==> src/rtl/cpu_ctrl_if.sv <==
// ROM fetch and datapath control bus between cpu_ctrl and the 8-bit datapath.
// master = sequencer side, slave = ROM/datapath side.
interface cpu_ctrl_if #(
    parameter int PC_W = 8
);
    logic [PC_W-1:0] pc_o;
    logic [15:0]     instr_i;
    logic [5:0]      cc_i;
    logic            wrA;
    logic [1:0]      selA;
    logic [1:0]      selB;
    logic [1:0]      aluOp;
    logic            imm;
    logic [1:0]      selR;

    modport master (
        output pc_o, wrA, selA, selB, aluOp, imm, selR,
        input  instr_i, cc_i
    );

    modport slave (
        input  pc_o, wrA, selA, selB, aluOp, imm, selR,
        output instr_i, cc_i
    );
endinterface

==> src/rtl/cpu_ctrl.sv <==
// Fetch/decode/exec sequencer for the 8-bit datapath, 3 cycles per instruction.
// Optional retired-instruction counter enabled by macro CPU_CTRL_PERF_EN.
module cpu_ctrl #(
    parameter int PC_W = 8
) (
    input  logic       clk,
    input  logic       rst,
    input  logic       start,
    cpu_ctrl_if.master bus,
    output logic       busy,
    output logic       halted
`ifdef CPU_CTRL_PERF_EN
    ,
    output logic [15:0] retired
`endif
);

    typedef enum logic [2:0] {
        IDLE,
        FETCH,
        DECODE,
        EXEC,
        HALTED
    } state_t;

    state_t          state_q;
    state_t          state_d;
    logic [PC_W-1:0] pc_q;
    logic [15:0]     ir_q;
    logic [5:0]      flags_q;

    logic       is_op;
    logic       is_br;
    logic       is_halt;
    logic       is_nop;
    logic [7:0] cond_vec;
    logic       taken;
    logic       launch;
    logic       in_exec;

    assign in_exec = (state_q == EXEC);
    assign launch  = start && (state_q == IDLE || state_q == HALTED);

    always_comb begin
        is_op   = 1'b0;
        is_br   = 1'b0;
        is_halt = 1'b0;
        is_nop  = 1'b0;
        unique case (1'b1)
            ir_q[15:14] == 2'b00: is_op   = 1'b1;
            ir_q[15:14] == 2'b01: is_br   = 1'b1;
            ir_q[15:14] == 2'b10: is_halt = 1'b1;
            default:              is_nop  = 1'b1;
        endcase
    end

    // cond 6 is always, cond 7 never
    assign cond_vec = {1'b0, 1'b1, flags_q};
    assign taken    = is_br && (cond_vec[ir_q[12:10]] ^ ir_q[13]);

    always_comb begin
        state_d = state_q;
        unique case (state_q)
            IDLE:    if (start) state_d = FETCH;
            FETCH:   state_d = DECODE;
            DECODE:  state_d = EXEC;
            EXEC:    state_d = is_halt ? HALTED : FETCH;
            HALTED:  if (start) state_d = FETCH;
            default: state_d = IDLE;
        endcase
    end

    // SAFE encoding rewrites r0 with itself; only OP in EXEC overrides it
    always_comb begin
        bus.wrA   = 1'b1;
        bus.selA  = 2'd0;
        bus.selB  = 2'd0;
        bus.aluOp = 2'd0;
        bus.imm   = 1'b0;
        bus.selR  = 2'd2;
        if (in_exec && is_op) begin
            bus.wrA   = ir_q[9];
            bus.selA  = ir_q[8:7];
            bus.selB  = ir_q[6:5];
            bus.aluOp = ir_q[4:3];
            bus.imm   = ir_q[2];
            bus.selR  = ir_q[1:0];
        end
    end

    always_ff @(posedge clk or posedge rst) begin
        if (rst) begin
            state_q <= IDLE;
            pc_q    <= '0;
            ir_q    <= '0;
            flags_q <= '0;
        end else begin
            state_q <= state_d;
            if (launch) begin
                pc_q    <= '0;
                flags_q <= '0;
            end
            if (state_q == DECODE) ir_q <= bus.instr_i;
            if (in_exec) begin
                if (taken) pc_q <= ir_q[PC_W-1:0];
                else if (!is_halt) pc_q <= pc_q + 1'b1;
                if (is_op && ir_q[1:0] == 2'd1) flags_q <= bus.cc_i;
            end
        end
    end

`ifdef CPU_CTRL_PERF_EN
    always_ff @(posedge clk or posedge rst) begin
        if (rst) begin
            retired <= '0;
        end else if (launch) begin
            retired <= '0;
        end else if (in_exec && retired != 16'hFFFF) begin
            retired <= retired + 16'd1;
        end
    end
`endif

    assign bus.pc_o = pc_q;
    assign busy     = (state_q == FETCH) || (state_q == DECODE) || in_exec;
    assign halted   = (state_q == HALTED);

endmodule

==> src/flat_wrapper.sv <==
// flat-port wrapper written by rule: the top's interface ports become plain ports
module cpu_ctrl_flat 
#(
    parameter int PC_W = 8
)
  (clk, rst, start, busy, halted, bus_pc_o, bus_wrA, bus_selA, bus_selB, bus_aluOp, bus_imm, bus_selR, bus_instr_i, bus_cc_i);
  cpu_ctrl_if #(.PC_W(PC_W)) bus_i ();
  input  logic clk;
  input  logic rst;
  input  logic start;
  output logic busy;
  output logic halted;
  output wire logic [$bits(bus_i.pc_o)-1:0] bus_pc_o;
  output wire logic [$bits(bus_i.wrA)-1:0] bus_wrA;
  output wire logic [$bits(bus_i.selA)-1:0] bus_selA;
  output wire logic [$bits(bus_i.selB)-1:0] bus_selB;
  output wire logic [$bits(bus_i.aluOp)-1:0] bus_aluOp;
  output wire logic [$bits(bus_i.imm)-1:0] bus_imm;
  output wire logic [$bits(bus_i.selR)-1:0] bus_selR;
  input wire logic [$bits(bus_i.instr_i)-1:0] bus_instr_i;
  input wire logic [$bits(bus_i.cc_i)-1:0] bus_cc_i;
  assign bus_pc_o = bus_i.pc_o;
  assign bus_wrA = bus_i.wrA;
  assign bus_selA = bus_i.selA;
  assign bus_selB = bus_i.selB;
  assign bus_aluOp = bus_i.aluOp;
  assign bus_imm = bus_i.imm;
  assign bus_selR = bus_i.selR;
  assign bus_i.instr_i = bus_instr_i;
  assign bus_i.cc_i = bus_cc_i;
  cpu_ctrl #(.PC_W(PC_W)) u_core (.clk(clk), .rst(rst), .start(start), .bus(bus_i), .busy(busy), .halted(halted));
endmodule
==> config.mk <==
export PLATFORM = sky130hd
export DESIGN_NAME = cpu_ctrl_flat
export DESIGN_NICKNAME = d
export VERILOG_FILES = /design/src/rtl/cpu_ctrl_if.sv /design/src/rtl/cpu_ctrl.sv /design/src/flat_wrapper.sv
export SDC_FILE = /design/constraint.sdc
export NUM_CORES = 1
export LEC_CHECK = 0
export ABC_CLOCK_PERIOD_IN_PS = 2200
export CORE_UTILIZATION = 44
export CTS_BUF_LIST = sky130_fd_sc_hd__clkbuf_2 sky130_fd_sc_hd__clkbuf_4 sky130_fd_sc_hd__clkbuf_8
export CTS_CLUSTER_DIAMETER = 80
export DETAILED_ROUTE_END_ITERATION = 8
export PLACE_DENSITY_LB_ADDON = 0.05
export SETUP_SLACK_MARGIN = 0.15
export SLEW_MARGIN = 10
export SYNTH_ARGS = -nofsm -noshare
export SYNTH_HDL_FRONTEND = slang
export SYNTH_SLANG_ARGS = --single-unit
==> constraint.sdc <==
create_clock -name clk -period 2.2 [get_ports clk]
set_input_delay 0.44 -clock clk [delete_from_list [all_inputs] [get_ports clk]]
set_output_delay 0.44 -clock clk [all_outputs]
set_load 0.02 [all_outputs]
=== Yosys cells after proc, flatten, opt, wreduce, memory -nomap -nowiden ===
Cells that the tools add are included.
Widths: inputs -> output; s select.

* Add/sub/neg operators: 1
* Multiply operators: 0
* Divide/modulo/power cells: 0
* $lt $le $gt $ge: 1
* Equal/unequal tests: 8
* Shift-type cells: 0
* Mux-type cells: 21
* Bitwise logic cells: 1
* Reduce and logical (&&, ||, !) cells: 10

{| class="wikitable"
|+ Operators with widths
! operator !! number
|-
| $mux 8 || 4
|-
| $mux 6 || 3
|-
| $pmux 3 s4 || 1
|-
| $add 8x1->8 const B || 1
|-
| $mux 2 || 4
|-
| $eq 3x2->1 const B || 2
|-
| $mux 1 || 6
|-
| $mux 3 || 2
|-
| $eq 2x1->1 const B || 2
|-
| $logic_and 1x1->1 || 4
|-
| $lt 3x4->1 const B || 1
|-
| $bmux 1 s3 || 1
|-
| $eq 3x1->1 const B || 1
|-
| $eq 3x3->1 const B || 1
|-
| $logic_not 3->1 || 1
|-
| $logic_or 1x1->1 || 3
|-
| $eq 2x2->1 const B || 1
|-
| $logic_not 2->1 || 1
|-
| $ne 2x1->1 const B || 1
|-
| $reduce_or 2->1 || 1
|-
| $xor 1x1->1 || 1
|}

* Flip-flop bits (word level): 33
* Latch bits: 0
* RAM bits: 0
* Memory bits (read-only): 0
* Bits of input ports: 25
* Memories kept: 0

=== Depth between registers and ports, before layout ===
Gate-level depths: netlist of the first run.

* Depth in word-level cells: 7
* Depth in mapped cells: 7

=== Least setup slack after synthesis of the first run ===
No wires, ideal clock.

* Kind: reg2reg
* Start: reg u_core.ir_q[11]
* End: reg u_core.pc_q[3], in the netlist u_core.bus.pc_o[3]
* Setup time: 0.122 ns
* Arrival time: 1.831 ns
* Data required time: 2.078 ns
* Path slack: 0.248 ns
* Cell stages (with the launch flop): 7
* Period minus slack after synthesis: 1.952 ns
* Cells stage by stage: dfrtp_1 nand2b_1 mux4_2 mux2i_2 buf_6 or2_2 a32o_1

* Word-level cells in the longest chain between the ends: 6

{| class="wikitable"
|+ Ends and longest elaborated chain
! item !! line !! RTL
|-
| start, declared || cpu_ctrl.sv:29 || <nowiki>logic [15:0] ir_q;</nowiki>
|-
| start signal, assigned || cpu_ctrl.sv:103 || <nowiki>if (state_q == DECODE) ir_q <= bus.instr_i;</nowiki>
|-
| $bmux 1 s3 || cpu_ctrl.sv:59 || <nowiki>assign taken = is_br && (cond_vec[ir_q[12:10]] ^ ir_q[13]);</nowiki>
|-
| $mux 1 (not written as such) || cpu_ctrl.sv:59 ||
|-
| $xor 1x1->1 || cpu_ctrl.sv:59 ||
|-
| $logic_and 1x1->1 || cpu_ctrl.sv:59 ||
|-
| $mux 8 || cpu_ctrl.sv:105 || <nowiki>if (taken) pc_q <= ir_q[PC_W-1:0];</nowiki>
|-
| $mux 8 || cpu_ctrl.sv:104 || <nowiki>if (in_exec) begin</nowiki>
|-
| end signal, assigned || cpu_ctrl.sv:105 ||
|-
| end signal, assigned || cpu_ctrl.sv:106 || <nowiki>else if (!is_halt) pc_q <= pc_q + 1'b1;</nowiki>
|-
| end, declared || cpu_ctrl.sv:28 || <nowiki>logic [PC_W-1:0] pc_q;</nowiki>
|}

Every way passes these cells. The select of a mux whose other input is x is not followed.
A chain may end at the register's enable or synchronous reset.

=== Worst setup path in the final report of the first run ===
* Start: reg u_core.state_q[2]
* End: out bus_aluOp[1]

* Word-level cells in the longest chain between the ends: 3

{| class="wikitable"
|+ Ends and longest elaborated chain
! item !! line !! RTL
|-
| start, declared || cpu_ctrl.sv:26 || <nowiki>state_t state_q;</nowiki>
|-
| start signal, assigned || cpu_ctrl.sv:98 || <nowiki>state_q <= state_d;</nowiki>
|-
| $eq 3x2->1 || cpu_ctrl.sv:41 || <nowiki>assign in_exec = (state_q == EXEC);</nowiki>
|-
| $logic_and 1x1->1 || cpu_ctrl.sv:81 || <nowiki>if (in_exec && is_op) begin</nowiki>
|-
| $mux 2 || cpu_ctrl.sv:81 ||
|-
| end, declared || flat_wrapper.sv:17 || <nowiki>output wire logic [$bits(bus_i.aluOp)-1:0] bus_aluOp;</nowiki>
|}

Every way passes these cells.

==> metrics.md, run 1 <==
| Metric | Value |
|---|---|
| Final worst-path cycle share | 92.56% |
| Remaining DRCs | 0 |
| Delay-heaviest family, CP | simple AND/OR/NAND/NOR gates |
| Crit path time final | 2.036 ns |
| Hold depth | 1 |
| Final antenna-violating net count | 0 |
| CP Buf/Inv Count | 3 |
| CTS max path bufs | 2 |
| Critical path's most frequent cell | buf_6 |
| Row count | 22 |
| Final setup viols | 0 |
| CP Class | reg2out |
| Global route total overflow | 0 |
| Critical Path AT | 1.60 ns |
| Slew margin rel. | 66.43% |
| Post-Route WL | 4.090 mm |
| Starting Density | 46.47% |
| Area delta synth->final | 41.46% |
| Largest net degree at the start of global routing | 34 |
| GR Util All Layers | 22.05% |
| Max H-tree Level | 2 |
| RR Endpoint | u_core.bus.pc_o[7] |
| Ratio of cells with drive above 1 in the final layout | 30.45% |
| Final nets | 245 |
| Gate Count Post-Synth | 161 |
| Levels on crit path | 6 |
| Worst reg2reg path depth | 6 |
| Most frequent cells in the layout | 32 x clkdlybuf4s50_1, 32 x dfrtp_1, 21 x nand2_1, 17 x mux2_2, 14 x buf_4 |
| R2R Setup Slk | 0.16 ns |
| Post-place setup slack | 0.05987 ns |
| Iter 0 DRT Violations | 124 |
| Status | finished, final reports clean |
| Total CTS buffers | 5 |
| Worst Setup End Kind | primary output |
| Clock-pin slew on the worst setup and hold paths | 0.07 ns |
| Vias in the first global route | 1464 |
| Hold crit path type | reg2reg |
| Pleak | 1.072 nW |
| Mapped Nets | 187 |
| Fin. Hold Viols | 0 |
| Avg Inst Size Synth | 10.65 µm² |
| Worst-path cell chain | nand3b_1 -> nor3_2 -> buf_4 -> buf_6 -> and2_4 -> buf_6 |
| Critical path required time | 1.76 ns |
| Vias per inst | 5.399 |
| Pwr/cell area | 1308 nW/µm² |
| Synth Register Bits | 33 |
| Slew @ Worst Pin | 0.5026 ns |
| Unrepaired setup endpoints after global routing | true |
| Vias | 1447 |
| Worst vdd ir | 677.0 µV |
| Wire per inst | 15.26 µm |
| Crit path to | bus_aluOp[1] |
| Distinct cells, synth | 38 |
| Die ar. | 4149 µm² |
| Worst Setup Start Kind | register |
| Critical Path Source | u_core.state_q[2] |
| Final TNS setup | 0 ns |
| Final core occ | 65.74% |
| Worst-Skew Late Latency | 0.29 ns |
| Setup ws final | 0.1638 ns |
| Die Span X | 64.42 µm |
| F_max | 491.1 MHz |
| Max stage delay on crit path | 0.38 ns |
| Clock skew | 0.004926 ns |
| CTS tree | built |
| FF-to-FF Start | u_core.ir_q[11] |
| Die height | 64.42 µm |
| Max-slew violations | 0 |
| Seq/Total Area, Yosys | 48.18% |
| Router iterations before antenna repair | 4 |
| Core area | 3689 µm² |
| HPWL after DPL | 2.778 mm |
| IO Port Bufs | 44 |
| # diodes | 0 |
| Syn. warnings | 0 |
| Mapped cell area | 1714 µm² |
| Gp weighted congestion | 0.8524 |
| Crit path max-delay cell type | dfrtp_1 |
| Fin Hold WS | 0.5215 ns |
| First-pass GRT wire length | 6.817 mm |
| CTS Root Cell | clkbuf_8 |
| Ports | 45 |
| Max-cap viol count | 0 |
| Antenna violations before repair | 0 |
| CP max FO | 5 |
| # clock sinks | 33 |
## final cells by class
class	instances	area [µm²]
Clock buffer	5	68.82
Clock inverter	3	17.52
Fill cell	326	1264
Inverter	2	7.507
Multi-Input combinational cell	118	892.1
Sequential cell	33	827.0
Tap cell	48	60.06
Timing Repair Buffer	59	551.8
## cell usage after synthesis
library cell	n	area, µm²
a41o_1	1	10.01
nand2_1	21	78.83
inv_1	2	7.510
a21oi_1	1	5.000
nand3b_1	1	7.510
a221o_1	3	30.03
o211ai_2	2	25.02
o2111a_1	1	11.26
and4_1	1	8.760
nor3b_1	4	30.03
dfrtp_1	33	825.8
a21o_1	2	15.01
nand4_1	1	6.260
and2_1	8	50.05
nor2_1	12	45.04
mux2_2	17	191.4
nor3_1	1	5.000
and3_1	2	12.51
a32o_1	2	20.02
o22ai_1	1	6.260
nand2b_1	5	31.28
and3b_1	3	26.28
clkbuf_1	7	26.28
mux2i_2	1	13.76
nor4b_2	1	15.01
buf_6	1	11.26
nor2b_1	1	6.260
o21ai_0	11	55.05
a41oi_1	1	8.760
xor2_1	1	8.760
mux4_2	1	22.52
or2_2	2	12.51
xnor2_1	2	17.52
nand3_1	1	5.000
a31oi_1	2	12.51
mux2i_1	3	30.03
o211ai_1	1	7.510
ha_1	1	12.51
## flip-flops by register name, summed over array words and instances, names as in the netlist
signal / count
u_core.bus.pc_o: 8
u_core.state_q: 3
u_core.ir_q: 16
u_core.flags_q: 6
## timing repair
action                                  in CTS  in global routing
resized for setup                           38                 35
setup buffers                                3                  1
endpoints found under the hold margin        0                  0
pin swaps                                    0                  4
hold buffers                                 0                  0
gates cloned                                 1                  0
endpoints found under the setup margin      18                 14
## routing by layer
layer	GRT usage [%]	up-vias	routed length [µm]
met5	0	-	0
met4	10.83	0	93
met3	4.577	10	204
met2	35.13	49	2013
met1	28.46	700	1778
li1	-	688	-
## how the worst min path moves through the flow
stage                        endpoint               from  slack (ns)
finish                 u_core.ir_q[8]     u_core.ir_q[8]        0.52
global route           u_core.ir_q[9]     u_core.ir_q[9]        0.54
CTS                    u_core.ir_q[8]     u_core.ir_q[8]        0.52
detailed placement     u_core.ir_q[8]     u_core.ir_q[8]        0.51
global placement       u_core.ir_q[9]     u_core.ir_q[9]        0.49
floorplan           u_core.state_q[1]  u_core.state_q[2]        0.46
## metrics by stage
stage,total power [mW],instance area [µm²],std cells
floorplan,2.065,1714,161
global placement,2.536,2252,255
detailed placement,2.576,2252,255
CTS,3.095,2376,267
global route,3.387,2425,268
finish,3.172,2425,268
## cells by family (layout without fill, tap and decap cells)
family,after synthesis,in the layout,share of synthesized area [%]
AO/OA/AOI/OAI,28,28,12.04
XOR/XNOR,3,3,1.533
adder cells (fa/ha/maj),1,1,0.7298
buffers and inverters,10,69,2.628
flip-flops,33,33,48.18
multiplexers,22,22,15.04
AND/OR/NAND/NOR,64,64,19.85
## power breakdown
group	internal (mW)	switching, mW	leakage (nW)
clock network	0.218	0.225	0.0439
registers	0.880	0.255	0.413
logic	0.856	0.737	0.614
## worst register-to-register path: stages (launching register included)
cell and delay [ns]:
dfrtp_2 0.45, nand2b_4 0.15, mux4_2 0.51, mux2i_4 0.27
buf_6 0.17, o2111a_1 0.12, a221o_1 0.26
Power figures use the tool's default switching activity.
==> inputs of run 2 (changes only) <==
- SLEW_MARGIN: 10 -> unset
==> results of run 2 <==
Same layout as run 1: the final DEF is identical, and so are final timing and power.
==> inputs of run 3 (changes only) <==
- ABC_AREA: unset -> 1
- CORE_MARGIN: unset -> 8
- CORE_UTILIZATION: 44 -> 51
==> run 3 against run 2 <==
Sequential share of layout area is 1.5 points higher. Routed wire length up 0.93%. Sequential cell count is the same. Global-route usage is 6.0 points lower. Clock power shrank 22%. Clock-buffer cell count up 1. Critical path depth fell by 2. First-iteration DRC count fell by 23%. Cell area is 4.5% lower. Via count up 15%. Setup slack better by 0.089 ns. Critical endpoint is now halted.
==> metrics.md, run 3 <==
| Metric | Value |
|---|---|
| Status | finished, final reports clean |
| Cell taking the most area after synthesis | dfrtp_1 |
| Max H-tree Level | 2 |
| CP Class | reg2out |
| Router iterations before antenna repair | 4 |
| Synth Register Bits | 33 |
| Unrepaired setup endpoints after global routing | false |
| Critical Path AT | 1.51 ns |
| Avg Inst Size Synth | 7.830 µm² |
| Final TNS setup | 0 ns |
| Synth Area in Simple Gates | 31.75% |
| Critical Path Source | u_core.state_q[1] |
| Slew @ Worst Pin | 0.4244 ns |
| Antenna violations before repair | 0 |
| Starting Density | 53.31% |
| Syn. warnings | 0 |
| Wire length on met3 | 173 µm |
| CTS tree | built |
| Vias per inst | 5.120 |
| Seq/Total Area, Yosys | 46.06% |
| Area post-placement | 2303 µm² |
| Synth Area in Adders | 0.6978% |
| Final antenna-violating net count | 0 |
| Row count | 21 |
| Largest family of logic cells by synthesized area | simple AND/OR/NAND/NOR gates |
| CP max FO | 4 |
| Most frequent cells after synthesis | 36 x nand2_1, 33 x dfrtp_1, 32 x inv_1, 32 x nor2_1, 29 x nand3_1 |
| Hold crit path type | in2async |
| Worst-Skew Late Latency | 0.33 ns |
| Wire per inst | 12.66 µm |
| Final worst-path cycle share | 88.50% |
| Final setup viols | 0 |
| Final nets | 306 |
| Distinct cells, synth | 24 |
| Slew margin rel. | 71.68% |
| HPWL after DPL | 3.222 mm |
| Total CTS buffers | 5 |
| Max-slew violations | 0 |
| First-pass GRT wire length | 7.010 mm |
| Worst Setup Start Kind | register |
| # clock sinks | 33 |
| Synth Area in XOR/XNOR | 0% |
| Ratio of cells with drive above 1 in the final layout | 16.43% |
| WL met2 | 2.086 mm |
| Crit path time final | 1.947 ns |
| Worst Setup End Kind | primary output |
| Most frequent cells in the layout | 36 x nand2_1, 33 x dfrtp_1, 32 x clkdlybuf4s50_1, 31 x inv_1, 31 x nor2_1 |
| Clock skew | 0.007294 ns |
| Gate Count Post-Synth | 229 |
| CTS max path bufs | 2 |
| Core area | 3363 µm² |
| GR Util All Layers | 16.04% |
| Final instance area | 2316 µm² |
| Pleak | 1.156 nW |
| Largest net degree at the start of global routing | 34 |
| IO Port Bufs | 44 |
| Worst vdd ir | 691.7 µV |
| Gp weighted congestion | 0.8290 |
| Die Span X | 75.29 µm |
| Fin. Hold Viols | 0 |
| DRT met1 WL | 1.803 mm |
| R2R Setup Slk | 0.62 ns |
| Ports | 45 |
| Asr flop ratio synth | 100.0% |
| Most common cell after layout, fill and taps aside | nand2_1 |
| Synth top area share | 46.06% |
| Die height | 75.29 µm |
| CTS Root Cell | clkbuf_4 |
| Clock-pin slew on the worst setup and hold paths | 0.10 ns |
| Max reg flops | 16 |
| Multiplexer share of the synthesized area | 1.256% |
| Global route total overflow | 0 |
| Mapped cell area | 1793 µm² |
| Post-CTS setup buffer count | 0 |
| Crit path to | halted |
| Worst reg2reg path depth | 10 |
| # diodes | 0 |
| Remaining DRCs | 0 |
| RR Endpoint | u_core.bus.pc_o[5] |
| Synth area leaders | dfrtp_1 46%, nand3_1 8.1%, nand2_1 7.5%, inv_1 6.7%, nor2_1 6.7% |
| Mapped Nets | 255 |
| FF-to-FF Start | u_core.ir_q[14] |
| Largest Register | u_core.ir_q |
| Vias in the first global route | 1553 |
| Die ar. | 5669 µm² |
| F_max | 513.6 MHz |
| Iter 0 DRT Violations | 95 |
| Max-cap viol count | 0 |
| Area delta synth->final | 29.17% |
| Area fraction in compound gates after synthesis | 11.10% |
| Pwr/cell area | 1313 nW/µm² |
| Post-synth EDFFs | 0 |
| Vias | 1669 |
| Post-Route WL | 4.128 mm |
| Top routing layer used | met4 |
| Fin Hold WS | 0.4911 ns |
| Most used flip-flop cell after synthesis | dfrtp_1 |
| Critical path required time | 1.76 ns |
| Top-count cell post-synth | nand2_1 |
## run 3: cells by family after synthesis
group | after synthesis
buf+inv | 41
compound gates | 35
fa+ha+maj | 1
mux | 2
simple gates | 117
flops | 33
## run 3: how the worst min path moves through the flow
stage,slack (ns),start,end
after CTS,0.50,rst,u_core.ir_q[13]
after detailed placement,0.50,u_core.flags_q[1],u_core.flags_q[1]
final,0.49,rst,u_core.bus.pc_o[6]
after global routing,0.54,rst,u_core.flags_q[1]
after floorplan,0.48,u_core.ir_q[9],u_core.ir_q[9]
after global placement,0.49,u_core.ir_q[9],u_core.ir_q[9]
## run 3: through the flow
| step | cells | worst slack [ns] | util (%) | total power [mW] |
|---|---|---|---|---|
| after floorplan | 229 | 0.5590 | - | 2.194 |
| after global placement | 319 | 0.2313 | 68.49 | 2.686 |
| after detailed placement | 319 | 0.1931 | 68.49 | 2.727 |
| after CTS | 326 | 0.09750 | 70.35 | 3.072 |
| after global routing | 326 | 0.1608 | 68.86 | 3.311 |
| final | 326 | 0.2529 | 68.86 | 3.041 |
## run 3: power breakdown
part	switching, mW	internal [mW]	total (mW)
clock	0.196	0.149	0.345
sequential	0.207	0.876	1.08
combinational	0.997	0.616	1.61
total	1.40	1.64	3.04
## run 3: metal layers
| layer | vias to the layer above | GRT usage (%) |
|---|---|---|
| li1 | 847 | - |
| met1 | 772 | 18.55 |
| met2 | 42 | 28.19 |
| met3 | 8 | 3.684 |
| met4 | 0 | 5.757 |
| met5 | - | 0 |
## run 3: area by class of cell
class / count / area, µm²
flip-flops and latches: 33 / 825.8
multi-input cells: 155 / 805.8
clock inverters: 1 / 7.507
inverters: 35 / 131.4
repair buffers: 50 / 436.7
fillers: 309 / 1047
well taps: 46 / 57.56
clock buffers: 6 / 51.30
## run 3: worst max-delay path, stage by stage (launching register included)
cell and delay [ns]:
dfrtp_1 0.45, nor2_2 0.18, inv_1 0.10, nor2_1 0.10
dlygate4sd2_1 0.35
## run 3: what timing repair did
item,in CTS,in global routing
endpoints found under the hold margin,0,0
hold buffers,0,0
setup endpoints to repair,11,12
gates resized for setup,25,16
cloned,0,0
pin swaps,0,0
